### src/rtl/sram_readout.sv
// sram_readout: reads a wrapped block of samples from an asynchronous SRAM, streams
// them on a valid/ready port and keeps a running sum/min/max of the emitted samples.
module sram_readout #(
  parameter int ADDR_W = 11,
  parameter int DATA_W = 8,
  parameter int RD_LAT = 1
) (
  input  logic                   CLK,
  input  logic                   reset,
  input  logic                   start,
  input  logic [ADDR_W-1:0]      base,
  input  logic [ADDR_W:0]        len,
  output logic [ADDR_W-1:0]      address,
  input  logic [DATA_W-1:0]      sram_data,
  output logic                   nwr,
  output logic                   noe,
  output logic                   nce,
  output logic [DATA_W-1:0]      out_data,
  output logic                   out_valid,
  input  logic                   out_ready,
  output logic [DATA_W+ADDR_W:0] sum,
  output logic [DATA_W-1:0]      smin,
  output logic [DATA_W-1:0]      smax,
  output logic                   busy,
  output logic                   done
);

  localparam int SUM_W = DATA_W + ADDR_W + 1;
  localparam logic [1:0] LAST_WAIT = 2'(RD_LAT - 1);

  typedef enum logic [2:0] {
    S_IDLE,
    S_SETUP,
    S_RD,
    S_WAIT,
    S_HOLD,
    S_DONE
  } state_t;

  state_t            r_state;
  logic [ADDR_W-1:0] r_base;
  logic [ADDR_W:0]   r_len;
  logic [ADDR_W:0]   r_cnt;
  logic [1:0]        r_wait;
  logic [ADDR_W-1:0] r_addr;
  logic              r_noe;
  logic              r_nce;
  logic [DATA_W-1:0] r_out_data;
  logic              r_out_valid;
  logic [SUM_W-1:0]  r_sum;
  logic [DATA_W-1:0] r_smin;
  logic [DATA_W-1:0] r_smax;
  logic              r_busy;
  logic              r_done;

  logic [ADDR_W:0]   w_cnt_inc;

  // cnt is one bit wider than the address so a full-memory block can terminate.
  assign w_cnt_inc = r_cnt + 1'b1;

  always_ff @(posedge CLK) begin
    if (reset) begin
      r_state     <= S_IDLE;
      r_base      <= '0;
      r_len       <= '0;
      r_cnt       <= '0;
      r_wait      <= '0;
      r_addr      <= '0;
      r_noe       <= 1'b1;
      r_nce       <= 1'b1;
      r_out_data  <= '0;
      r_out_valid <= 1'b0;
      r_sum       <= '0;
      r_smin      <= '1;
      r_smax      <= '0;
      r_busy      <= 1'b0;
      r_done      <= 1'b0;
    end else begin
      r_done <= 1'b0;
      case (r_state)
        S_IDLE: begin
          if (start) begin
            r_base  <= base;
            r_len   <= len;
            r_cnt   <= '0;
            r_sum   <= '0;
            r_smin  <= '1;
            r_smax  <= '0;
            r_busy  <= 1'b1;
            r_state <= S_SETUP;
          end
        end
        S_SETUP: begin
          if (r_len == '0) begin
            r_busy  <= 1'b0;
            r_done  <= 1'b1;
            r_state <= S_DONE;
          end else begin
            r_addr  <= r_base;
            r_nce   <= 1'b0;
            r_noe   <= 1'b0;
            r_state <= S_RD;
          end
        end
        S_RD: begin
          r_wait  <= '0;
          r_state <= S_WAIT;
        end
        S_WAIT: begin
          // Capture on the last latency cycle while the SRAM is still enabled.
          if (r_wait == LAST_WAIT) begin
            r_out_data  <= sram_data;
            r_out_valid <= 1'b1;
            r_nce       <= 1'b1;
            r_noe       <= 1'b1;
            r_state     <= S_HOLD;
          end else begin
            r_wait <= r_wait + 2'd1;
          end
        end
        S_HOLD: begin
          if (out_ready) begin
            r_out_valid <= 1'b0;
            r_sum       <= r_sum + SUM_W'(r_out_data);
            if (r_out_data < r_smin) r_smin <= r_out_data;
            if (r_out_data > r_smax) r_smax <= r_out_data;
            r_cnt <= w_cnt_inc;
            if (w_cnt_inc == r_len) begin
              r_busy  <= 1'b0;
              r_done  <= 1'b1;
              r_state <= S_DONE;
            end else begin
              r_addr  <= r_base + w_cnt_inc[ADDR_W-1:0];
              r_nce   <= 1'b0;
              r_noe   <= 1'b0;
              r_state <= S_RD;
            end
          end
        end
        S_DONE: begin
          r_state <= S_IDLE;
        end
        default: begin
          r_state <= S_IDLE;
        end
      endcase
    end
  end

  assign address   = r_addr;
  assign nwr       = 1'b1;
  assign noe       = r_noe;
  assign nce       = r_nce;
  assign out_data  = r_out_data;
  assign out_valid = r_out_valid;
  assign sum       = r_sum;
  assign smin      = r_smin;
  assign smax      = r_smax;
  assign busy      = r_busy;
  assign done      = r_done;

endmodule

### config.mk
export PLATFORM = sky130hd
export DESIGN_NAME = sram_readout
export DESIGN_NICKNAME = d
export VERILOG_FILES = /design/src/rtl/sram_readout.sv
export SDC_FILE = /design/constraint.sdc
export NUM_CORES = 1
export LEC_CHECK = 0
export CORE_MARGIN = 4
export CORE_UTILIZATION = 30
export CTS_CLUSTER_DIAMETER = 40
export DETAILED_ROUTE_END_ITERATION = 7
export GPL_TIMING_DRIVEN = 0
export SYNTH_ARGS = -nofsm -noshare
export SYNTH_HDL_FRONTEND = slang
export SYNTH_SLANG_ARGS = --single-unit
export TNS_END_PERCENT = 30
### constraint.sdc
create_clock -name CLK -period 2.7 [get_ports CLK]
set_input_delay 0.54 -clock CLK [delete_from_list [all_inputs] [get_ports CLK]]
set_output_delay 0.54 -clock CLK [all_outputs]
set_load 0.03 [all_outputs]
==> tab_implementation.tex, run 1 <==
\begin{tabular}{lr}
\hline
Metric & Value \\
\hline
\multicolumn{2}{l}{\textbf{GRT}} \\
\quad Number of global-route vias before repair & 5327 \\
\quad Congestion Overflow GR & 0 \\
\quad Global-route wire length before repair & between 20000 and 30000 um \\
\quad Antenna violations before repair & 0 \\
\quad Maximum number of pins on one net before global-route repair & 18 \\
\quad Global-route usage over all layers & 16.1\% \\
\multicolumn{2}{l}{\textbf{STA}} \\
\quad Slew @ Worst Pin & 0.982 ns \\
\quad Final Critical Period & 2.63 ns \\
\quad Max\_slew headroom & around a third \\
\quad Hold Violations, Final & 0 \\
\quad RSZ-0062 raised after global routing & true \\
\quad Final Max Slew Viols & 0 \\
\quad Fmax & 380 MHz \\
\quad Worst clock skew & 0.0111 ns \\
\quad Fraction of the cycle the final worst path needs & 97.5\% \\
\quad Final setup violating endpoints & 0 \\
\quad Slack of the critical path & 0.0667 ns \\
\multicolumn{2}{l}{\textbf{Cells and area}} \\
\quad Summed area of non-filler cells in the final layout & 7860 um2 \\
\quad Ant diodes & 0 \\
\quad Fraction of the core area covered by cells at the end of the flow & 41.4\% \\
\quad Fill cell count & 1920 \\
\quad Layout overhead on the synthesized area & 34.2\% \\
\quad Fraction of layout cells with a size suffix above 1 & 11.0\% \\
\quad Net total in the final layout & 940 \\
\multicolumn{2}{l}{\textbf{Place}} \\
\quad Routability cong. & roughly 0.9 \\
\quad Number of buffers inserted by port buffering & 94 \\
\quad HPWL reported at the end of detailed placement & between 10000 and 15000 um \\
\quad Pre-CTS WS & -0.681 ns \\
\quad Cell area reported after detailed placement & roughly 7100 um2 \\
\multicolumn{2}{l}{\textbf{Synthesis}} \\
\quad Top FF cell, synth & dfxtp\_1 \\
\quad Net count after synthesis & about 820 \\
\quad Number of warnings reported in the yosys synthesis log & 0 \\
\quad FF+latch count, synth & 99 \\
\quad Synth Area per Inst & 7.83 um2 \\
\quad Post-synth EDFFs & 0 \\
\quad Ys async rst share & 0\% \\
\quad Distinct cell type count after synthesis & 66 \\
\quad Sequential cell area fraction in the yosys report & 33.9\% \\
\quad Cell area after synthesis & 5850 um2 \\
\quad Post-synthesis cell count & 748 \\
\multicolumn{2}{l}{\textbf{Worst setup path}} \\
\quad Worst Path Arrival & 2.89 ns \\
\quad Crit Reg-Reg Startpoint & r\_cnt[0] \\
\quad Max incr delay on CP & $\sim$0.60 ns \\
\quad Chain of cells forming the critical path & ha\_4 -> xor2\_1 -> a211o\_1 -> a211oi\_2 -> o2111ai\_2 -> or4\_4 -> a311o\_1 -> o31ai\_1 \\
\quad Register-to-Register Setup Slack & 0.07 ns \\
\quad Startpoint type of the worst setup path & flop \\
\quad Category of the critical setup timing path & flop to flop \\
\quad Endpoint of the worst-slack reg-to-reg timing path & r\_state[2] \\
\quad Type of destination of the critical path & flop \\
\quad Master of the slowest instance on the critical path & or4\_4 \\
\quad Register-to-Register Path Depth & 8 \\
\quad Data required, critical path & 2.95 ns \\
\quad Maximum fanout along the worst path & 4 \\
\multicolumn{2}{l}{\textbf{Die}} \\
\quad Height of the die & approximately 150 um \\
\quad Die width & around 150 um \\
\quad Initial Util & 30.9\% \\
\quad Total die area & 21800 um2 \\
\quad Area inside the core boundary & around 19000 um2 \\
\quad Count of standard-cell rows & 50 \\
\quad Total I/O pin count & 96 \\
\multicolumn{2}{l}{\textbf{Clock network}} \\
\quad Clock-pin slew on the worst setup and hold paths & 0.07 ns \\
\quad Clock tree root driver cell & clkbuf\_16 \\
\quad H-Tree Depth & 3 \\
\quad Clock network latency to the later pin of the worst-skew pair & 0.36 ns \\
\quad Maximum count of clock buffers along a single path & 2 \\
\quad Post-cts hold buffer count & 0 \\
\quad Clock net sink count & slightly below 100 \\
\quad Clock tree from TritonCTS & done \\
\quad Number of buffers inserted during clock tree synthesis & 9 \\
\multicolumn{2}{l}{\textbf{Worst hold path}} \\
\quad Hold Path Origin & out\_valid \\
\quad Number of cells on the worst hold path & 2 \\
\quad Hold EP & out\_valid \\
\quad Hold Crit Class & flop to flop \\
\multicolumn{2}{l}{\textbf{Route}} \\
\quad Total detailed-routing wirelength & about 18000 um \\
\quad Detailed-routing iteration count for the pre-antenna-repair pass & 5 \\
\quad Number of vias after detailed routing & 5766 \\
\quad Vias per inst & 5.11 \\
\quad Number of remaining DRC errors & 0 \\
\quad Count of nets left with antenna violations after detail routing & 0 \\
\quad Final routed wire length divided by cell count & 16.1 um \\
\quad Iter 0 DRT Violations & 353 \\
\multicolumn{2}{l}{\textbf{Flow run}} \\
\quad Number of max-cap violations & 0 \\
\multicolumn{2}{l}{\textbf{Pwr}} \\
\quad Largest vdd supply drop & 0.269 mV \\
\quad Leak pwr & 2.93 nW \\
\quad Power density over cell area & 545 nW/um2 \\
\multicolumn{2}{l}{\textbf{Outcome}} \\
\quad Result of the run & finished clean \\
\hline
\end{tabular}
## what timing repair did
item	in CTS	in global routing
gates resized for setup	34	36
endpoints found under the setup margin	38	37
pin swaps	5	20
gates cloned	0	0
setup buffers	3	11
## power breakdown
| group | switching (mW) | internal (mW) |
|---|---|---|
| combinational | 0.715 | 0.458 |
| clock | 0.601 | 0.820 |
| sequential | 0.116 | 1.57 |
## cells in the final DEF, fill, tap and decap left out, types with 5 or more instances in the layout
cell             netlist  final
a31oi_1                7      7
nand2_1               97     96
ha_1                  38     33
o21a_1                 8      8
nand4_1               15     15
xor2_1                13     11
clkbuf_16              0      9
nor2_1                51     47
nor4_1                 9      7
a211oi_1              22     19
nand3_1               21     18
xnor2_1               28     25
a21oi_1               89     87
nand2b_1               8      8
clkdlybuf4s50_1        0     94
or3_1                  7      6
nor3_1                27     25
clkbuf_1              31     28
mux2i_1                5      5
a22oi_1                6      6
nor2b_1                8      8
o21ai_0               42     41
a21o_1                 7      7
and3_1                 8      7
buf_4                  3     18
dfxtp_1               99     94
inv_1                 31     30
## layer usage
layer	track usage, %	vias up	wire length, um
li1	-	2901	-
met1	20.8	2695	8190
met2	27.2	148	8730
met3	2.79	22	921
met4	5.36	0	346
met5	0	-	0
## critical path, delay by kind of cell (launching register included)
kind,cells,cell delay [ns]
AO/OA/AOI/OAI,5,1.17
XOR/XNOR,1,0.14
adder cells (fa/ha/maj),1,0.26
flip-flops,1,0.34
AND/OR/NAND/NOR,1,0.60
## layout make-up
cell class | instances | area, um2 | share of cell area [%]
inverter | 32 | 124 | 1.58
sequential | 99 | 1990 | 25.3
clock inverter | 6 | 96.3 | 1.23
buffer | 41 | 198 | 2.52
multi-input combinational | 574 | 3850 | 49.0
timing repair buffer | 108 | 1050 | 13.3
clock buffer | 9 | 225 | 2.87
tap | 260 | 325 | 4.14
## cells by family (layout without fill, tap and decap cells)
| family | after synthesis | count (layout) | share of synthesized area (%) |
|---|---|---|---|
| AOI/OAI and AO/OA | 215 | 215 | 22.4 |
| DFF | 99 | 99 | 33.9 |
| buffers and inverters | 75 | 196 | 5.17 |
| adders and majority gates | 40 | 40 | 8.81 |
| xor gates and xnor gates | 41 | 41 | 6.14 |
| other | 1 | 1 | 0.0641 |
| muxes | 6 | 6 | 1.05 |
| and+or+nand+nor | 271 | 271 | 22.5 |
## worst max-delay path by stage
stage                              to  startpoint  depth (start not counted)  slack [ns]
after CTS                  address[2]    r_cnt[1]                         10       0.002
after global routing       address[9]    r_cnt[0]                         11       -0.05
after detailed placement      smax[7]       start                          8       -0.68
after floorplan           address[10]    r_cnt[1]                         12        0.08
final                      r_state[2]    r_cnt[0]                          8        0.07
after global placement        smax[7]       start                          8       -0.70
## synth_stat cells (all sizes together), types with 5 or more instances
| cell | number | share of area (%) |
|---|---|---|
| dfxtp | 99 | 34 |
| xnor2 | 28 | 4.2 |
| nand2b | 8 | 0.86 |
| mux2i | 5 | 0.86 |
| a21o | 7 | 0.90 |
| or3 | 7 | 0.75 |
| inv | 31 | 2.0 |
| nor2b | 8 | 0.86 |
| and3 | 8 | 0.86 |
| a31oi | 7 | 0.75 |
| ha | 38 | 8.1 |
| nand4 | 15 | 1.6 |
| nand3 | 21 | 1.8 |
| xor2 | 13 | 1.9 |
| nor4 | 10 | 1.2 |
| nor2 | 51 | 3.3 |
| a22oi | 6 | 0.77 |
| buf | 11 | 1.0 |
| nor3 | 29 | 2.7 |
| a211oi | 22 | 2.8 |
| o21a | 8 | 1.0 |
| o21ai | 43 | 3.7 |
| clkbuf | 32 | 2.1 |
| a21oi | 90 | 7.8 |
| nand2 | 97 | 6.2 |
## state kept, by name (all words and copies together) (netlist names), 3 cells and up
register	count
out_data	8
r_state	3
sum	20
smin	8
r_len	12
smax	8
r_base	11
r_cnt	12
address	11
## per-stage QoR
step,setup TNS [ns],instances,hold slack [ns],total power [mW]
final,0,1129,0.456,4.28
after global routing,-0.0679,1129,0.497,4.49
after CTS,0,1119,0.457,4.27
after detailed placement,-18.89,1102,0.446,2.81
after global placement,-19.54,1102,0.441,2.80
after floorplan,0,748,0.449,2.40
Power figures use the tool's default switching activity.
==> run 2: changes to the inputs <==
--- a/config.mk
+++ b/config.mk
@@ -5,11 +5,13 @@
 export SDC_FILE = /design/constraint.sdc
 export NUM_CORES = 1
 export LEC_CHECK = 0
+export ABC_CLOCK_PERIOD_IN_PS = 2700
 export CORE_MARGIN = 4
 export CORE_UTILIZATION = 30
 export CTS_CLUSTER_DIAMETER = 40
 export DETAILED_ROUTE_END_ITERATION = 7
 export GPL_TIMING_DRIVEN = 0
+export SLEW_MARGIN = 20
 export SYNTH_ARGS = -nofsm -noshare
 export SYNTH_HDL_FRONTEND = slang
 export SYNTH_SLANG_ARGS = --single-unit
==> results of run 2 <==
Same layout as run 1: the final DEF is identical, and so are final timing and power.
==> run 3: changes to the inputs <==
--- a/config.mk
+++ b/config.mk
@@ -6,11 +6,12 @@
 export NUM_CORES = 1
 export LEC_CHECK = 0
 export ABC_CLOCK_PERIOD_IN_PS = 2700
-export CORE_MARGIN = 4
+export CORE_MARGIN = 2
 export CORE_UTILIZATION = 30
 export CTS_CLUSTER_DIAMETER = 40
 export DETAILED_ROUTE_END_ITERATION = 7
 export GPL_TIMING_DRIVEN = 0
+export PLACE_DENSITY = 0.6
 export SLEW_MARGIN = 20
 export SYNTH_ARGS = -nofsm -noshare
 export SYNTH_HDL_FRONTEND = slang
==> tab_implementation.tex, run 3 (synthesis results as in run 1) <==
\begin{tabular}{lr}
\hline
Metric & Value \\
\hline
\multicolumn{2}{l}{\textbf{Pwr}} \\
\quad Combinational power share & 27.1\% (-0.3 points) \\
\quad Clock network fraction of design power & 32.8\% (-0.4 points) \\
\quad Seq pwr share & 40.1\% (+0.7 points) \\
\quad Power density over cell area & 545 nW/um2 (about the same) \\
\quad Leak pwr & 2.88 nW (-1.8\%) \\
\quad Largest vdd supply drop & 0.256 mV (-5.1\%) \\
\quad Switching fraction of total power & 33.6\% (+0.12 points) \\
\quad Net load switching power & 1.41 mW (-1.6\%) \\
\quad Internal power component & 2.79 mW (-2.1\%) \\
\multicolumn{2}{l}{\textbf{Route}} \\
\quad Count of nets left with antenna violations after detail routing & 0 (unchanged) \\
\quad Vias per inst & 5.08 (-0.48\%) \\
\quad Number of vias after detailed routing & 5723 (-0.75\%) \\
\quad Detailed-routing iteration count for the pre-antenna-repair pass & 4 (-1) \\
\quad Iter 0 DRT Violations & 392 (+11\%) \\
\quad Number of remaining DRC errors & 0 (unchanged) \\
\quad Final routed wire length divided by cell count & 15.7 um (-2.6\%) \\
\quad Total detailed-routing wirelength & 17700 um (-2.8\%) \\
\multicolumn{2}{l}{\textbf{Worst setup path}} \\
\quad Register-to-Register Path Depth & 13 (+5) \\
\quad CP Buf/Inv Count & 2 (+2) \\
\quad Endpoint of the worst-slack reg-to-reg timing path & address[10] \\
\quad Category of the critical setup timing path & flop to flop \\
\quad Master of the slowest instance on the critical path & dfxtp\_2 \\
\quad Maximum fanout along the worst path & 5 (+1) \\
\quad Crit Reg-Reg Startpoint & r\_cnt[1] \\
\quad Capturing element of the worst setup path & address[10] \\
\quad Register-to-Register Setup Slack & -0.004 ns (-0.07 ns) \\
\quad Cell family with the largest share of critical-path delay & compound AO/OA/AOI/OAI gates \\
\quad Startpoint type of the worst setup path & flop \\
\quad Type of destination of the critical path & flop \\
\quad Max incr delay on CP & 0.36 ns (-0.24 ns) \\
\quad Worst Path Arrival & 2.94 ns (+0.05 ns) \\
\quad Critical path origin & r\_cnt[1] \\
\quad Total number of cells along the worst setup path & 13 (+5) \\
\quad Chain of cells forming the critical path & ha\_4 -> and3\_1 -> buf\_4 -> xnor2\_4 -> inv\_1 -> ha\_1 -> o21a\_1 -> o31a\_1 -> o211ai\_1 -> a31o\_2 -> a21oi\_2 -> xnor2\_1 -> o22ai\_1 \\
\quad Data required, critical path & 2.94 ns (about the same) \\
\multicolumn{2}{l}{\textbf{STA}} \\
\quad Max\_slew headroom & 31.0\% (-3.0 points) \\
\quad RSZ-0062 raised after global routing & true \\
\quad Slack of the critical path & -0.00404 ns (-0.0707 ns) \\
\quad Worst clock skew & 0.00979 ns (-0.00136 ns) \\
\quad Final setup violating endpoints & 1 (+1) \\
\quad Fmax & 370 MHz (-2.6\%) \\
\quad Hold slack & 0.461 ns (+0.00504 ns) \\
\quad Slew @ Worst Pin & 1.03 ns (+0.0442 ns) \\
\quad Final Max Slew Viols & 0 (unchanged) \\
\quad Hold Violations, Final & 0 (unchanged) \\
\quad Final Critical Period & 2.70 ns (+0.0707 ns) \\
\quad Fraction of the cycle the final worst path needs & 100\% (+2.6 points) \\
\multicolumn{2}{l}{\textbf{GRT}} \\
\quad Global-route wire length before repair & 28200 um (+0.59\%) \\
\quad Maximum number of pins on one net before global-route repair & 17 (-1) \\
\quad Congestion Overflow GR & 0 (unchanged) \\
\quad Global-route usage over all layers & 17.5\% (+1.4 points) \\
\quad Global Route met3 Usage & 2.37\% (-0.42 points) \\
\quad Grt peak-use layer & met2 \\
\quad Antenna violations before repair & 0 (unchanged) \\
\quad Number of global-route vias before repair & 5388 (+1.1\%) \\
\quad Met1 Resource Use GR & 23.1\% (+2.3 points) \\
\quad Global routing usage on met2 & 28.9\% (+1.8 points) \\
\multicolumn{2}{l}{\textbf{Cells and area}} \\
\quad Fraction of the core area covered by cells at the end of the flow & 39.8\% (-1.6 points) \\
\quad Summed area of non-filler cells in the final layout & 7690 um2 (-2.1\%) \\
\quad Commonest non-fill, non-tap cell in the layout & nand2\_1 \\
\quad Net total in the final layout & 931 (-0.96\%) \\
\quad Non-filler instance count after layout & 1126 (-0.27\%) \\
\quad Area taken by flip-flops and latches & 1990 um2 (-0.19\%) \\
\quad Layout overhead on the synthesized area & 31.4\% \\
\quad Largest register FFs & 20 (unchanged) \\
\quad Ant diodes & 0 (unchanged) \\
\quad Fraction of layout cells with a size suffix above 1 & 8.36\% (-2.7 points) \\
\quad Footprint of the multi-input gates & 3770 um2 (-2.1\%) \\
\quad Commonest cells after routing, fill and taps aside & nand2\_1 (97), dfxtp\_1 (95), clkdlybuf4s50\_1 (93) \\
\quad Fill cell count & 2012 (+4.8\%) \\
\multicolumn{2}{l}{\textbf{Clock network}} \\
\quad Number of buffers inserted during clock tree synthesis & 9 (unchanged) \\
\quad Clock-pin slew on the worst setup and hold paths & 0.07 ns (about the same) \\
\quad Clock network latency to the later pin of the worst-skew pair & 0.36 ns (about the same) \\
\quad Maximum count of clock buffers along a single path & 2 (unchanged) \\
\quad Clock net sink count & 99 (unchanged) \\
\quad Clock tree from TritonCTS & done \\
\quad Post-cts hold buffer count & 0 (unchanged) \\
\quad H-Tree Depth & 3 (unchanged) \\
\quad Clock tree root driver cell & clkbuf\_16 \\
\multicolumn{2}{l}{\textbf{Place}} \\
\quad Placed cell count & 1107 (+0.45\%) \\
\quad Routability cong. & 0.957 (+3.6\%) \\
\quad Number of buffers inserted by port buffering & 94 (unchanged) \\
\quad HPWL reported at the end of detailed placement & 13600 um (-0.46\%) \\
\quad Cell area reported after detailed placement & 7130 um2 (about the same) \\
\multicolumn{2}{l}{\textbf{Outcome}} \\
\quad Result of the run & finished, violations left \\
\quad Violations in the final reports & setup timing \\
\multicolumn{2}{l}{\textbf{Die}} \\
\quad Area inside the core boundary & 19300 um2 (+2.0\%) \\
\quad Die width & 144 um (-2.7\%) \\
\quad Initial Util & 30.3\% (-0.61 points) \\
\quad Total I/O pin count & 96 (unchanged) \\
\quad Height of the die & 144 um (-2.7\%) \\
\quad Count of standard-cell rows & 51 (+2.0\%) \\
\quad Total die area & 20600 um2 (-5.3\%) \\
\multicolumn{2}{l}{\textbf{Flow run}} \\
\quad Number of max-cap violations & 0 (unchanged) \\
\multicolumn{2}{l}{\textbf{Worst hold path}} \\
\quad Hold Crit Class & flop to flop \\
\hline
\end{tabular}
==> run 3: repair_timing <==
item / 4_1_cts / 5_1_grt
gates resized for setup: 32 / 14
hold endpoints to repair: 0 / 0
pin swaps: 4 / 6
buffers inserted: 3 / 3
endpoints found under the setup margin: 40 / 40
==> run 3: worst min path at each step <==
stage	slack [ns]	from	to	cells past startpoint
after global routing	0.47	out_valid	out_valid	2
after floorplan	0.45	r_base[10]	r_base[10]	2
final	0.46	out_valid	out_valid	2
after CTS	0.46	out_valid	out_valid	2
after global placement	0.45	out_valid	out_valid	2
after detailed placement	0.45	out_valid	out_valid	2
==> run 3: final cells by class <==
type / instances / area share [%]
flip-flops and latches: 99 / 25.8
repair buffers: 100 / 12.8
inverters: 32 / 1.56
plain buffers: 40 / 2.39
clock buffers: 12 / 3.33
multi-input cells: 574 / 49.0
well taps: 265 / 4.31
clock inverters: 4 / 0.748
==> run 3: per-layer routing <==
metal / vias up / share of wire [%]
met3: 25 / 4.0
met2: 125 / 47
li1: 2888 / -
met5: - / 0
met4: 0 / 2.2
met1: 2685 / 46
==> run 3: worst register-to-register path: stages (launching register included) <==
cell and delay (ns):
dfxtp_2 0.36, ha_4 0.19, and3_1 0.18, buf_4 0.16, xnor2_4 0.18, inv_1 0.10
ha_1 0.30, o21a_1 0.11, o31a_1 0.22, o211ai_1 0.14, a31o_2 0.26, a21oi_2 0.15
xnor2_1 0.13, o22ai_1 0.10
==> run 3: power by group through the flow <==
stage	Clock, mW	Combinational [mW]	Sequential, mW
final	1.38	1.14	1.68
after global routing	1.46	1.25	1.70
after global placement	0	1.09	1.71
after detailed placement	0	1.09	1.71
after floorplan	0	0.615	1.79
after CTS	1.41	1.13	1.68
==> run 3: through the flow <==
stage | TNS (ns) | total power, mW | setup slack [ns]
floorplan | 0 | 2.40 | 0.0836
global placement | -22.40 | 2.80 | -0.810
detailed placement | -22.17 | 2.81 | -0.794
CTS | -0.00240 | 4.23 | -0.00240
global route | -0.992 | 4.41 | -0.177
finish | -0.00404 | 4.19 | -0.00404
